### config.mk
export PLATFORM = sky130hd
export DESIGN_NAME = divisao_8x4_seq
export DESIGN_NICKNAME = d
export VERILOG_FILES = /design/src/rtl/divisao_8x4_seq.sv
export SDC_FILE = /design/constraint.sdc
export NUM_CORES = 1
export LEC_CHECK = 0
export BUFFER_PORTS_ARGS = -buffer_cell sky130_fd_sc_hd__buf_2
export CAP_MARGIN = 0
export CORE_MARGIN = 3
export CORE_UTILIZATION = 59
export DETAILED_ROUTE_END_ITERATION = 6
export PLACE_DENSITY = 0.94
export SLEW_MARGIN = 40
export SYNTH_ARGS = -nofsm -noshare
export SYNTH_HDL_FRONTEND = slang
export SYNTH_SLANG_ARGS = --single-unit
### constraint.sdc
create_clock -name clk -period 3.8 [get_ports clk]
set_input_delay 0.95 -clock clk [delete_from_list [all_inputs] [get_ports clk]]
set_output_delay 0.95 -clock clk [all_outputs]
set_load 0.02 [all_outputs]
### src/rtl/divisao_8x4_seq.sv
// divisao_8x4_seq: sequential restoring divider, one quotient bit per clock.
// Divides an unsigned DIVIDEND_W-bit dividend by a DIVISOR_W-bit divisor.
// Divide-by-zero returns all-ones quotient, zero remainder and flags div_zero.
//
// Optional feature macro: DIV_EARLY_EXIT_EN
//   When defined, a nonzero divisor larger than the dividend finishes in one
//   edge (quotient 0, remainder = dividend). Results are identical either way;
//   only the latency changes.
//
// Ports:
//   clk       in   system clock, rising edge
//   rst       in   synchronous reset, active-high
//   start     in   request pulse, honoured in IDLE or DONE
//   dividend  in   numerator, captured on accepted start
//   divisor   in   denominator, captured on accepted start
//   busy      out  high while iterating (CALC)
//   done      out  one-cycle pulse, results valid (DONE)
//   quotient  out  result quotient, held until the next DONE
//   remainder out  result remainder, held until the next DONE
//   div_zero  out  divisor was zero for the last operation
//
// state | meaning
// ------+-----------------------------------------------
// IDLE  | ready, last result held on the outputs
// CALC  | iterating, one restoring step per edge
// DONE  | single cycle, results valid, ready for start

module divisao_8x4_seq #(
   parameter int DIVIDEND_W = 8,
   parameter int DIVISOR_W  = 4
) (
   input  logic                  clk,
   input  logic                  rst,
   input  logic                  start,
   input  logic [DIVIDEND_W-1:0] dividend,
   input  logic [DIVISOR_W-1:0]  divisor,
   output logic                  busy,
   output logic                  done,
   output logic [DIVIDEND_W-1:0] quotient,
   output logic [DIVISOR_W-1:0]  remainder,
   output logic                  div_zero
);

   localparam int CNT_W = $clog2(DIVIDEND_W + 1);

   typedef enum logic [1:0] {
      IDLE = 2'd0,
      CALC = 2'd1,
      DONE = 2'd2
   } state_t;

   state_t                  state_q;
   logic [DIVISOR_W:0]      p_q;
   logic [DIVIDEND_W-1:0]   q_q;
   logic [DIVISOR_W-1:0]    dvs_q;
   logic [CNT_W-1:0]        cnt_q;
   logic                    busy_q;
   logic                    done_q;
   logic [DIVIDEND_W-1:0]   quotient_q;
   logic [DIVISOR_W-1:0]    remainder_q;
   logic                    div_zero_q;

   // One restoring step: shift the next dividend bit into the partial
   // remainder, subtract the divisor when it fits.
   logic [DIVISOR_W:0]      p_shift;
   logic                    p_ge;
   logic [DIVISOR_W:0]      p_d;
   logic [DIVIDEND_W-1:0]   q_d;

   always_comb begin
      p_shift = {p_q[DIVISOR_W-1:0], q_q[DIVIDEND_W-1]};
      p_ge    = (p_shift >= {1'b0, dvs_q});
      p_d     = p_ge ? (p_shift - {1'b0, dvs_q}) : p_shift;
      q_d     = {q_q[DIVIDEND_W-2:0], p_ge};
   end

   always_ff @(posedge clk) begin
      if (rst) begin
         state_q     <= IDLE;
         p_q         <= '0;
         q_q         <= '0;
         dvs_q       <= '0;
         cnt_q       <= '0;
         busy_q      <= 1'b0;
         done_q      <= 1'b0;
         quotient_q  <= '0;
         remainder_q <= '0;
         div_zero_q  <= 1'b0;
      end else begin
         case (state_q)
            IDLE, DONE: begin
               done_q <= 1'b0;
               if (start) begin
                  dvs_q      <= divisor;
                  div_zero_q <= 1'b0;
                  if (divisor == '0) begin
                     state_q     <= DONE;
                     done_q      <= 1'b1;
                     quotient_q  <= '1;
                     remainder_q <= '0;
                     div_zero_q  <= 1'b1;
                  end
`ifdef DIV_EARLY_EXIT_EN
                  else if (dividend < {{(DIVIDEND_W-DIVISOR_W){1'b0}}, divisor}) begin
                     state_q     <= DONE;
                     done_q      <= 1'b1;
                     quotient_q  <= '0;
                     remainder_q <= dividend[DIVISOR_W-1:0];
                  end
`endif
                  else begin
                     state_q <= CALC;
                     busy_q  <= 1'b1;
                     p_q     <= '0;
                     q_q     <= dividend;
                     cnt_q   <= CNT_W'(DIVIDEND_W);
                  end
               end else begin
                  state_q <= IDLE;
               end
            end
            CALC: begin
               p_q   <= p_d;
               q_q   <= q_d;
               cnt_q <= cnt_q - 1'b1;
               if (cnt_q == CNT_W'(1)) begin
                  state_q     <= DONE;
                  busy_q      <= 1'b0;
                  done_q      <= 1'b1;
                  quotient_q  <= q_d;
                  // Final partial remainder is always below the divisor,
                  // so its top bit is zero.
                  remainder_q <= p_d[DIVISOR_W-1:0];
               end
            end
            default: begin
               state_q <= IDLE;
               busy_q  <= 1'b0;
               done_q  <= 1'b0;
            end
         endcase
      end
   end

   assign busy      = busy_q;
   assign done      = done_q;
   assign quotient  = quotient_q;
   assign remainder = remainder_q;
   assign div_zero  = div_zero_q;

endmodule

==> results of run 1 <==
## Yosys cell counts
library cell and count:
nor2_1 37, dfxtp_1 36, nand2_1 16, mux2i_1 11, inv_1 10, a211oi_1 8
a21oi_1 8, nor3_1 8, clkbuf_1 7, nand2b_1 7, ha_1 6, nand3_1 6
o32ai_1 4, a31oi_1 3, xor2_1 3, buf_6 2, nand2_2 2, nand2b_4 2
nor4_1 2, a2111oi_4 1, a21o_4 1, a21oi_4 1, a221oi_2 1, and2b_1 1
buf_2 1, fa_1 1, nand3b_1 1, nand4_1 1, nor2_2 1, nor2b_1 1
nor3b_1 1, o21ai_0 1, o21ai_2 1, o22a_1 1, o22ai_1 1, o32ai_2 1
or2_1 1, xnor2_1 1
## layer usage
metal	vias to the layer above	GRT usage (%)	routed length, µm
li1	724	-	-
met1	643	30.12	1607
met2	35	33.18	1561
met3	3	7.127	193
met4	0	4.747	36
met5	-	0	0
## registers in the layout, indices dropped and copies added (netlist names)
signal	cells
q_q	8
quotient	8
cnt_q	4
dvs_q	4
p_q	4
remainder	4
state_q	2
busy	1
div_zero	1
## stage by stage
step | cell area (µm²) | hold slack (ns) | cells | util (%)
floorplan | 1738 | 0.4363 | 197 | -
global placement | 1868 | 0.4467 | 247 | 67.16
detailed placement | 1871 | 0.4538 | 247 | 67.25
CTS | 1917 | 0.4682 | 254 | 68.92
global route | 1917 | 0.5001 | 254 | 68.92
finish | 1917 | 0.4628 | 254 | 68.92
## critical path: cells and delay by family
family	cells	cell delay (ns)
buf+inv	1	0.11
simple gates	4	1.01
compound gates	1	0.23
## power groups by stage
| stage | registers [mW] | clock network (mW) | logic [mW] |
|---|---|---|---|
| floorplan | 0.435 | 0 | 0.153 |
| global placement | 0.433 | 0 | 0.189 |
| detailed placement | 0.433 | 0 | 0.194 |
| CTS | 0.425 | 0.197 | 0.196 |
| global route | 0.429 | 0.214 | 0.218 |
| finish | 0.425 | 0.191 | 0.195 |
## layout make-up
| type | count | area (µm²) |
|---|---|---|
| Clock buffer | 6 | 41.29 |
| Clock inverter | 1 | 5.005 |
| Fill cell | 231 | 864.6 |
| Inverter | 10 | 37.54 |
| Multi-Input combinational cell | 141 | 928.4 |
| Sequential cell | 36 | 720.7 |
| Tap cell | 31 | 38.79 |
| Timing Repair Buffer | 29 | 145.1 |
## worst max-delay path by stage
stage / from / end / slack [ns] / cells past startpoint
finish: divisor[3] / remainder[2]$_SDFFE_PP0P_ / 1.75 / 6
global route: divisor[3] / remainder[2]$_SDFFE_PP0P_ / 1.57 / 6
CTS: q_q[7]$_SDFFE_PP0P_ / remainder[1]$_SDFFE_PP0P_ / 1.76 / 7
detailed placement: divisor[3] / remainder[2]$_SDFFE_PP0P_ / 1.40 / 6
global placement: divisor[3] / remainder[1]$_SDFFE_PP0P_ / 1.45 / 6
floorplan: divisor[3] / q_q[7]$_SDFFE_PP0P_ / 1.77 / 5
## placed cells by master, fill, tap and decap left out, drive strengths merged
cell type	n
nor2	38
dfxtp	36
buf	29
nand2	18
mux2i	11
inv	10
a21oi	9
nand2b	9
nor3	8
a211oi	8
nand3	6
ha	6
clkbuf	6
o32ai	5
xor2	3
a31oi	3
nor4	2
o21ai	2
and2b	1
nor2b	1
o22a	1
nor3b	1
or2	1
a2111oi	1
a21o	1
xnor2	1
nand4	1
a221oi	1
nand3b	1
o22ai	1
fa	1
clkinv	1
## kinds of logic (layout without fill, tap and decap cells)
family	count (synthesis)	count (layout)	synth area share (%)
multiplexers	11	11	6.336
buffers and inverters	20	46	5.256
flip-flops	36	36	41.47
AO/OA/AOI/OAI	32	32	15.70
adder cells (fa/ha/maj)	7	7	5.471
XOR/XNOR	4	4	2.016
AND/OR/NAND/NOR	87	87	23.76
==> qor.yml, run 1 <==
run_status:
  status: "completed"
power_and_ir_drop:
  max-vdd-ir-drop_v: 0.0003379
  p_switching_uw: 256.8
  seqPwrFrac_pct: 52.4
  total_power_uw: 812.0
  p_int_uw: 555.2
  power_density_nw_per_um2: 423.6
  p_comb_share_pct: 24.0
  switching_share_pct: 31.63
  p_leak_nw: 0.8360
  clockPowerShare_pct: 23.6
setup_path:
  crit_slowest_cell: "nor4_1"
  cp-end-kind: "flop"
  slowest_delay_ns: 0.43
  worst_ep_required_time_ns: 4.05
  reg2regPathDepth: 7
  reg2reg_setup_slack_ns: 1.77
  worst-path-max-fanout: 13
  r2r-start: "q_q[7]$_SDFFE_PP0P_"
  start_kind: "input port"
  reg2reg_to: "remainder[1]$_SDFFE_PP0P_"
  arrival_ns: 2.30
  path_class: "input port to flop"
  cp_cell_sequence: "buf_2, nor4_1, nand2_1, nand2_2, nand2b_1, o32ai_1"
global_routing:
  grt_antenna_before_repair: 0
  grt_pass1_wl_mm: 5.927
  grt_overflow: 0
  first_global_vias: 1315
  track_usage_pct: 21.85
  grt_start_max_net_pins: 39
sta:
  report.final.slew_viol_count: 0
  final_hold_viol_count: 0
  setup_viol: 0
  finalClockSkew_ns: 0.003121
  setup_ws_ns: 1.753
  fmax_mhz: 488.5
  tightest_slew_ns: 0.8107
  rsz0062_at_grt: "no"
  period_needed_ns: 2.047
  tns_ns: 0
  slew_headroom_pct: 45.89
  fin_crit_sh_pct: 53.87
routing:
  post_drt_via_cell_ratio: 5.531
  firstDrtPassIters: 4
  drt_wl_total_mm: 3.398
  drtIter0Drc: 77
  wl_per_cell_um: 13.38
  drcViolationCount: 0
  vias: 1405
  detail-route-antenna-nets: 0
min_path:
  min_from: "dvs_q[2]$_SDFFE_PP0P_"
  hp-class: "flop to flop"
  min_to: "dvs_q[2]$_SDFFE_PP0P_"
  hold_depth: 2
final_layout:
  diodes: 0
  final_nets: 245
  areaGrowthSynthToFinish_pct: 10.30
  drive_gt1_share_pct: 21.08
logic_synthesis:
  synth_top_area_share_pct: 41.47
  avgSynthCellArea_um2: 8.822
  synthCells: 197
  synth_area_leaders: "dfxtp_1 41%, nor2_1 8.0%, mux2i_1 6.3%"
  synth_seq_area_share_pct: 41.47
  synthDistinctLibCells: 38
  synth.net_count: 219
  yosysWarnings: 0
  synth_area_um2: 1738
  synth_seq_cells: 36
  synth_top_cell_by_area: "dfxtp_1"
floorplanning:
  die_area_um2: 3633
  design.core.area_um2: 2781
  start_util_pct: 62.48
  die_w_um: 60.28
  io_pins: 30
  rows: 19
  die_h_um: 60.28
clock_network:
  root_buffer: "clkbuf_4"
  clk_latency_ns: 0.34
  cts_num_sinks: 36
  cts_inserted_buffers: 5
  cts_tree: "done"
  max-clock-path-buffers: 2
  post_cts_buffers: 0
  h-tree-depth: 2
  cts_resized: 0
  ctsHoldBuffers: 0
  path_clk_slew_ns: 0.10
placement:
  port_buffers: 29
  place_hpwl_mm: 2.404
  dp_slack_ns: 1.399
  gp_congestion: 0.7848
flow_run:
  maxCapViolCount: 0
Power figures use the tool's default switching activity.
==> run 2: changes to the inputs <==
Settings changed: ABC_AREA from default to 1, CORE_UTILIZATION 59 to 55, PLACE_DENSITY 0.94 to 0.9.
Clock period 3.8 ns to 2 ns, I/O delays scaled along.
==> run 2 against run 1 <==
Compared with the run above: combinational power up 140%; non-clock buffer count up 3; synthesized cell count up 17%.
==> qor.yml, run 2 <==
run_status:
  status: "completed"  # unchanged
global_routing:
  grt_overflow: 0  # unchanged
  first_global_vias: 1390  # was 1315
  grt_use_met2_pct: 33.63  # was 33.18%
  grt_pass1_wl_mm: 6.085  # was 5.927 mm
  grt_busiest_layer: "met2"  # unchanged
  track_usage_pct: 21.82  # was 21.85%
  met3_usage_pct: 6.818  # was 7.127%
  use_met1_pct: 28.70  # was 30.12%
  grt_start_max_net_pins: 20  # was 39
  grt_antenna_before_repair: 0  # unchanged
setup_path:
  worst_ep_required_time_ns: 2.26  # was 4.05 ns
  start_kind: "flop"  # was input port
  worst-path-max-fanout: 6  # was 13
  r2r-start: "dvs_q[2]$_SDFFE_PP0P_"  # was q_q[7]$_SDFFE_PP0P_
  reg2reg_setup_slack_ns: 0.25  # was 1.77 ns
  path_class: "flop to flop"  # was input port to flop
  arrival_ns: 2.01  # was 2.30 ns
  cp-end-kind: "flop"  # unchanged
  reg2regPathDepth: 10  # was 7
  crit_start: "dvs_q[2]$_SDFFE_PP0P_"  # was divisor[3]
  crit_end: "remainder[1]$_SDFFE_PP0P_"  # was remainder[2]$_SDFFE_PP0P_
  reg2reg_to: "remainder[1]$_SDFFE_PP0P_"  # unchanged
sta:
  tns_ns: 0  # unchanged
  slew_headroom_pct: 61.99  # was 45.89%
  tightest_slew_ns: 0.5696  # was 0.8107 ns
  rsz0062_at_grt: "no"  # unchanged
  fin_crit_sh_pct: 87.69
  report.final.slew_viol_count: 0  # unchanged
  fmax_mhz: 570.2
  setup_viol: 0  # unchanged
  period_needed_ns: 1.754
  final_hold_viol_count: 0  # unchanged
  finalClockSkew_ns: 0.009000  # was 0.003121 ns
logic_synthesis:
  synthDistinctLibCells: 27  # was 38
  async_reset_ff_share_pct: 0  # unchanged
  synth_area_um2: 1719  # was 1738 µm²
  synthCells: 230  # was 197
  synth_top_area_share_pct: 41.92  # was 41.47%
  synth_seq_area_share_pct: 41.92  # was 41.47%
  synth_top_cell_by_area: "dfxtp_1"  # unchanged
  synth-main-ff-cell: "dfxtp_1"  # unchanged
  synth_edf_count: 0  # unchanged
  synth_seq_cells: 36  # unchanged
  ys_top_cells_by_count: "36 x dfxtp_1, 31 x inv_1, 26 x nand3_1, 26 x nor2_1, 24 x nand2_1"  # was 37 x nor2_1, 36 x dfxtp_1, 16 x nand2_1
  avgSynthCellArea_um2: 7.475  # was 8.822 µm²
  synth.net_count: 252  # was 219
  yosysWarnings: 0  # unchanged
  synth_area_leaders: "dfxtp_1 42%, nand3_1 7.6%, inv_1 6.8%"  # was dfxtp_1 41%, nor2_1 8.0%, mux2i_1 6.3%
  synth_most_common_cell: "dfxtp_1"  # was nor2_1
clock_network:
  max-clock-path-buffers: 2  # unchanged
  path_clk_slew_ns: 0.11  # was 0.10 ns
  root_buffer: "clkbuf_4"  # unchanged
  cts_inserted_buffers: 5  # unchanged
  cts_num_sinks: 36  # unchanged
  post_cts_buffers: 0  # unchanged
  clk_latency_ns: 0.34  # about the same
  cts_tree: "done"  # unchanged
  ctsHoldBuffers: 0  # unchanged
  cts_resized: 0  # unchanged
  h-tree-depth: 2  # unchanged
final_layout:
  final_area_um2: 1952  # was 1917 µm²
  drive_gt1_share_pct: 18.85  # was 21.08%
  multi_input_area_um2: 803.3  # was 928.4 µm²
  final_cell_mix: "36 x dfxtp_1, 31 x inv_1, 29 x buf_2"  # was 37 x nor2_1, 36 x dfxtp_1, 29 x buf_2
  layout_commonest_cell: "dfxtp_1"  # was nor2_1
  fillers: 260  # was 231
  final_nets: 281  # was 245
  utilization_pct: 67.86  # was 68.92%
  regArea_um2: 720.7  # unchanged
  areaGrowthSynthToFinish_pct: 13.54  # was 10.30%
  diodes: 0  # unchanged
floorplanning:
  die_area_um2: 3833  # was 3633 µm²
  die_w_um: 61.91  # was 60.28 µm
  die_h_um: 61.91  # was 60.28 µm
  io_pins: 30  # unchanged
  start_util_pct: 59.77  # was 62.48%
  design.core.area_um2: 2877  # was 2781 µm²
  rows: 19  # unchanged
routing:
  firstDrtPassIters: 4  # unchanged
  drt_wl_total_mm: 3.632  # was 3.398 mm
  vias: 1564  # was 1405
  drcViolationCount: 0  # unchanged
  wl_per_cell_um: 12.03  # was 13.38 µm
  detail-route-antenna-nets: 0  # unchanged
  post_drt_via_cell_ratio: 5.179  # was 5.531
  drtIter0Drc: 84  # was 77
power_and_ir_drop:
  total_power_mw: 1.805  # was 812.0 µW
  p_leak_nw: 0.9548  # was 0.8360 nW
  max-vdd-ir-drop_v: 0.0008602  # was 0.0003379 V
  power_density_nw_per_um2: 924.7  # was 423.6 nW/µm²
placement:
  dpl_cell_area_um2: 1876  # was 1871 µm²
  place_hpwl_mm: 2.629  # was 2.404 mm
  port_buffers: 29  # unchanged
  gp_congestion: 0.9110  # was 0.7848
flow_run:
  maxCapViolCount: 0  # unchanged
min_path:
  hp-class: "input port to flop"  # was flop to flop
==> run 2: through the flow <==
step                      hold slack (ns)  setup slack (ns)  instances
after floorplan                    0.4333            0.4886        230
after detailed placement           0.4555            0.2152        294
after CTS                          0.4130            0.2508        302
after global routing               0.4281           0.06128        302
after global placement             0.4512            0.2044        294
final                              0.4316            0.2462        302
==> run 2: worst min path at each step <==
stage	startpoint	end	slack, ns	cells past startpoint
final	divisor[1]	dvs_q[1]$_SDFFE_PP0P_	0.43	3
after global routing	divisor[1]	dvs_q[1]$_SDFFE_PP0P_	0.43	3
after CTS	divisor[1]	dvs_q[1]$_SDFFE_PP0P_	0.41	3
after detailed placement	dvs_q[2]$_SDFFE_PP0P_	dvs_q[2]$_SDFFE_PP0P_	0.46	2
after global placement	dvs_q[2]$_SDFFE_PP0P_	dvs_q[2]$_SDFFE_PP0P_	0.45	2
after floorplan	dvs_q[2]$_SDFFE_PP0P_	dvs_q[2]$_SDFFE_PP0P_	0.43	2
==> run 2: layout make-up <==
class                   instances  share of cell area (%)
flip-flops and latches         36                   36.92
multi-input cells             149                   41.15
inverters                      35                   6.731
clock inverters                 2                   1.795
repair buffers                 32                   8.590
clock buffers                   6                   2.115
well taps                      42                   2.692
==> run 2: kinds of logic (layout without fill, tap and decap cells) <==
family                     count (synthesis)  count (layout)  share of synthesized area, %
AOI/OAI and AO/OA                         47              47                         15.28
xor gates and xnor gates                   1               1                        0.5096
adders and majority gates                  7               7                         5.531
buffers and inverters                     45              75                         11.35
DFF                                       36              36                         41.92
and+or+nand+nor                           94              94                         25.40
==> run 2: metal layers <==
metal  part of all wire (%)  up-vias
li1                       -      810
met1                     46      700
met2                     46       50
met3                    6.7        4
met4                   0.96        0
met5                      0        -
==> run 2: critical path: stages (launching register included) <==
cell and delay, ns:
dfxtp_1 0.32, inv_1 0.04, ha_1 0.33, a21oi_1 0.28, nand2_1 0.09, nand2_1 0.16
nand2_1 0.14, nand3_1 0.12, nand3_1 0.09, nand2_1 0.07, inv_1 0.04
==> run 2: report_power, final <==
group,switching (mW),total (mW),internal (mW)
clock,0.237,0.499,0.262
sequential,0.0463,0.843,0.797
combinational,0.299,0.463,0.164
==> run 3: changes to the inputs <==
Settings changed: CORE_ASPECT_RATIO from default to 1.4.
==> run 3 against run 2 <==
Compared with the run above: clock skew is 0.00061 ns lower; setup slack better by 0.026 ns; clock power is 27% higher; die area is 0.24% higher; combinational power hardly changed; global-route usage is 0.33 points lower; utilization is 0.51 points lower; highest routed layer unchanged.
==> qor.yml, run 3 (same netlist as run 2, synthesis figures left out) <==
clock_network:
  cts_tree: "done"  # unchanged
  ctsHoldBuffers: 0  # unchanged
  cts_inserted_buffers: 5  # unchanged
  path_clk_slew_ns: 0.07  # was 0.11 ns
  post_cts_buffers: 0  # unchanged
  cts_num_sinks: 36  # unchanged
  cts_resized: 0  # unchanged
  h-tree-depth: 2  # unchanged
  clk_latency_ns: 0.29  # was 0.34 ns
  max-clock-path-buffers: 2  # unchanged
  root_buffer: "clkbuf_8"  # was clkbuf_4
flow_run:
  maxCapViolCount: 0  # unchanged
final_layout:
  layout_commonest_cell: "dfxtp_1"  # unchanged
  final_nets: 281  # unchanged
  diodes: 0  # unchanged
  utilization_pct: 67.35  # was 67.86%
  drive_gt1_share_pct: 18.85  # unchanged
  final_cell_mix: "36 x dfxtp_1, 31 x inv_1, 29 x buf_2"  # unchanged
  areaGrowthSynthToFinish_pct: 14.99  # was 13.54%
routing:
  firstDrtPassIters: 4  # unchanged
  wl_per_cell_um: 12.48  # was 12.03 µm
  drcViolationCount: 0  # unchanged
  vias: 1584  # was 1564
  drtIter0Drc: 63  # was 84
  drt_wl_total_mm: 3.707  # was 3.632 mm
  detail-route-antenna-nets: 0  # unchanged
  post_drt_via_cell_ratio: 5.333  # was 5.179
run_status:
  status: "completed"  # unchanged
floorplanning:
  rows: 23  # was 19
  die_h_um: 72.15  # was 61.91 µm
  die_area_um2: 3842  # was 3833 µm²
  io_pins: 30  # unchanged
  design.core.area_um2: 2935  # was 2877 µm²
  start_util_pct: 58.57  # was 59.77%
  die_w_um: 53.25  # was 61.91 µm
setup_path:
  crit_family: "simple AND/OR/NAND/NOR gates"  # unchanged
  reg2reg_setup_slack_ns: 0.27  # was 0.25 ns
  path_class: "flop to flop"  # unchanged
  start_kind: "flop"  # unchanged
  crit_slowest_cell: "ha_1"  # unchanged
  worst_ep_required_time_ns: 2.20  # was 2.26 ns
  cp_cell_sequence: "inv_1, ha_1, a21oi_1, nand2_1, nand2_1, nand2_1, nand3_1, nand3_1, nand2_1, inv_1"  # unchanged
  cp-end-kind: "flop"  # unchanged
  cpMostUsedCell: "nand2_1"  # unchanged
  worst-path-max-fanout: 6  # unchanged
  arrival_ns: 1.92  # was 2.01 ns
  slowest_delay_ns: 0.33  # about the same
  crit_buf_inv: 2  # unchanged
power_and_ir_drop:
  power_density_nw_per_um2: 981.1  # was 924.7 nW/µm²
  p_leak_nw: 0.9678  # was 0.9548 nW
  max-vdd-ir-drop_v: 0.0008103  # was 0.0008602 V
placement:
  port_buffers: 29  # unchanged
  gp_congestion: 0.9187  # was 0.9110
  place_hpwl_mm: 2.640  # was 2.629 mm
sta:
  slew_headroom_pct: 62.93  # was 61.99%
  final_hold_viol_count: 0  # unchanged
  report.final.slew_viol_count: 0  # unchanged
  setup_viol: 0  # unchanged
  finalClockSkew_ns: 0.008385  # was 0.009000 ns
  tightest_slew_ns: 0.5555  # was 0.5696 ns
  period_needed_ns: 1.727  # was 1.754 ns
  fmax_mhz: 578.9  # was 570.2 MHz
  tns_ns: 0  # unchanged
  rsz0062_at_grt: "no"  # unchanged
  fin_crit_sh_pct: 86.37  # was 87.69%
global_routing:
  track_usage_pct: 21.49  # was 21.82%
  met3_usage_pct: 6.160  # was 6.818%
  grt_use_met2_pct: 38.47  # was 33.63%
  grt_overflow: 0  # unchanged
  use_met1_pct: 21.76  # was 28.70%
  grt_busiest_layer: "met2"  # unchanged
  first_global_vias: 1476  # was 1390
  grt_pass1_wl_mm: 6.120  # was 6.085 mm
  grt_start_max_net_pins: 20  # unchanged
  grt_antenna_before_repair: 0  # unchanged
min_path:
  hp-class: "flop to flop"  # was input port to flop
-- run 3: changes by cell type in the layout (fill, tap and decap cells not counted) --
cell,previous run,this run
clkbuf_4,5,0
clkbuf_8,0,5
-- run 3: worst paths after layout --
check / depth (start not counted) / start / end
max: 10 / dvs_q[2]$_SDFFE_PP0P_ / remainder[0]$_SDFFE_PP0P_
min reg2reg: 2 / dvs_q[2]$_SDFFE_PP0P_ / dvs_q[2]$_SDFFE_PP0P_
max reg2reg: 10 / dvs_q[2]$_SDFFE_PP0P_ / remainder[0]$_SDFFE_PP0P_
min: 2 / dvs_q[2]$_SDFFE_PP0P_ / dvs_q[2]$_SDFFE_PP0P_
-- run 3: worst min-delay path: stages (launching register included) --
cell and delay [ns]:
dfxtp_1 0.30, inv_1 0.06, a21oi_1 0.06
-- run 3: stage by stage --
stage | instance area [µm²] | power [mW] | std cells | hold WS [ns] | setup WS (ns)
after global routing | 1977 | 2.042 | 297 | 0.4801 | 0.1031
after detailed placement | 1869 | 1.322 | 289 | 0.4617 | 0.2019
after floorplan | 1719 | 1.211 | 230 | 0.4333 | 0.4886
after CTS | 1977 | 1.946 | 297 | 0.4718 | 0.2901
after global placement | 1869 | 1.305 | 289 | 0.4460 | 0.2261
final | 1977 | 1.940 | 297 | 0.4675 | 0.2726
-- run 3: layout make-up --
type | instances | area (µm²)
clock inverter | 2 | 35.03
sequential | 36 | 720.7
clock buffer | 6 | 72.57
tap | 37 | 46.29
timing repair buffer | 32 | 167.7
inverter | 35 | 131.4
multi-input combinational | 149 | 803.3
fill | 279 | 958.4
-- run 3: power breakdown --
part	internal (mW)	leakage, nW	switching (mW)	total (mW)
Sequential	0.797	0.297	0.0458	0.843
Combinational	0.164	0.616	0.301	0.465
Clock	0.370	0.0552	0.262	0.632
-- run 3: routing by layer --
metal	vias to the layer above	wire length, µm
met3	8	179
met1	732	1476
met4	0	80
met5	-	0
met2	36	1971
li1	808	-
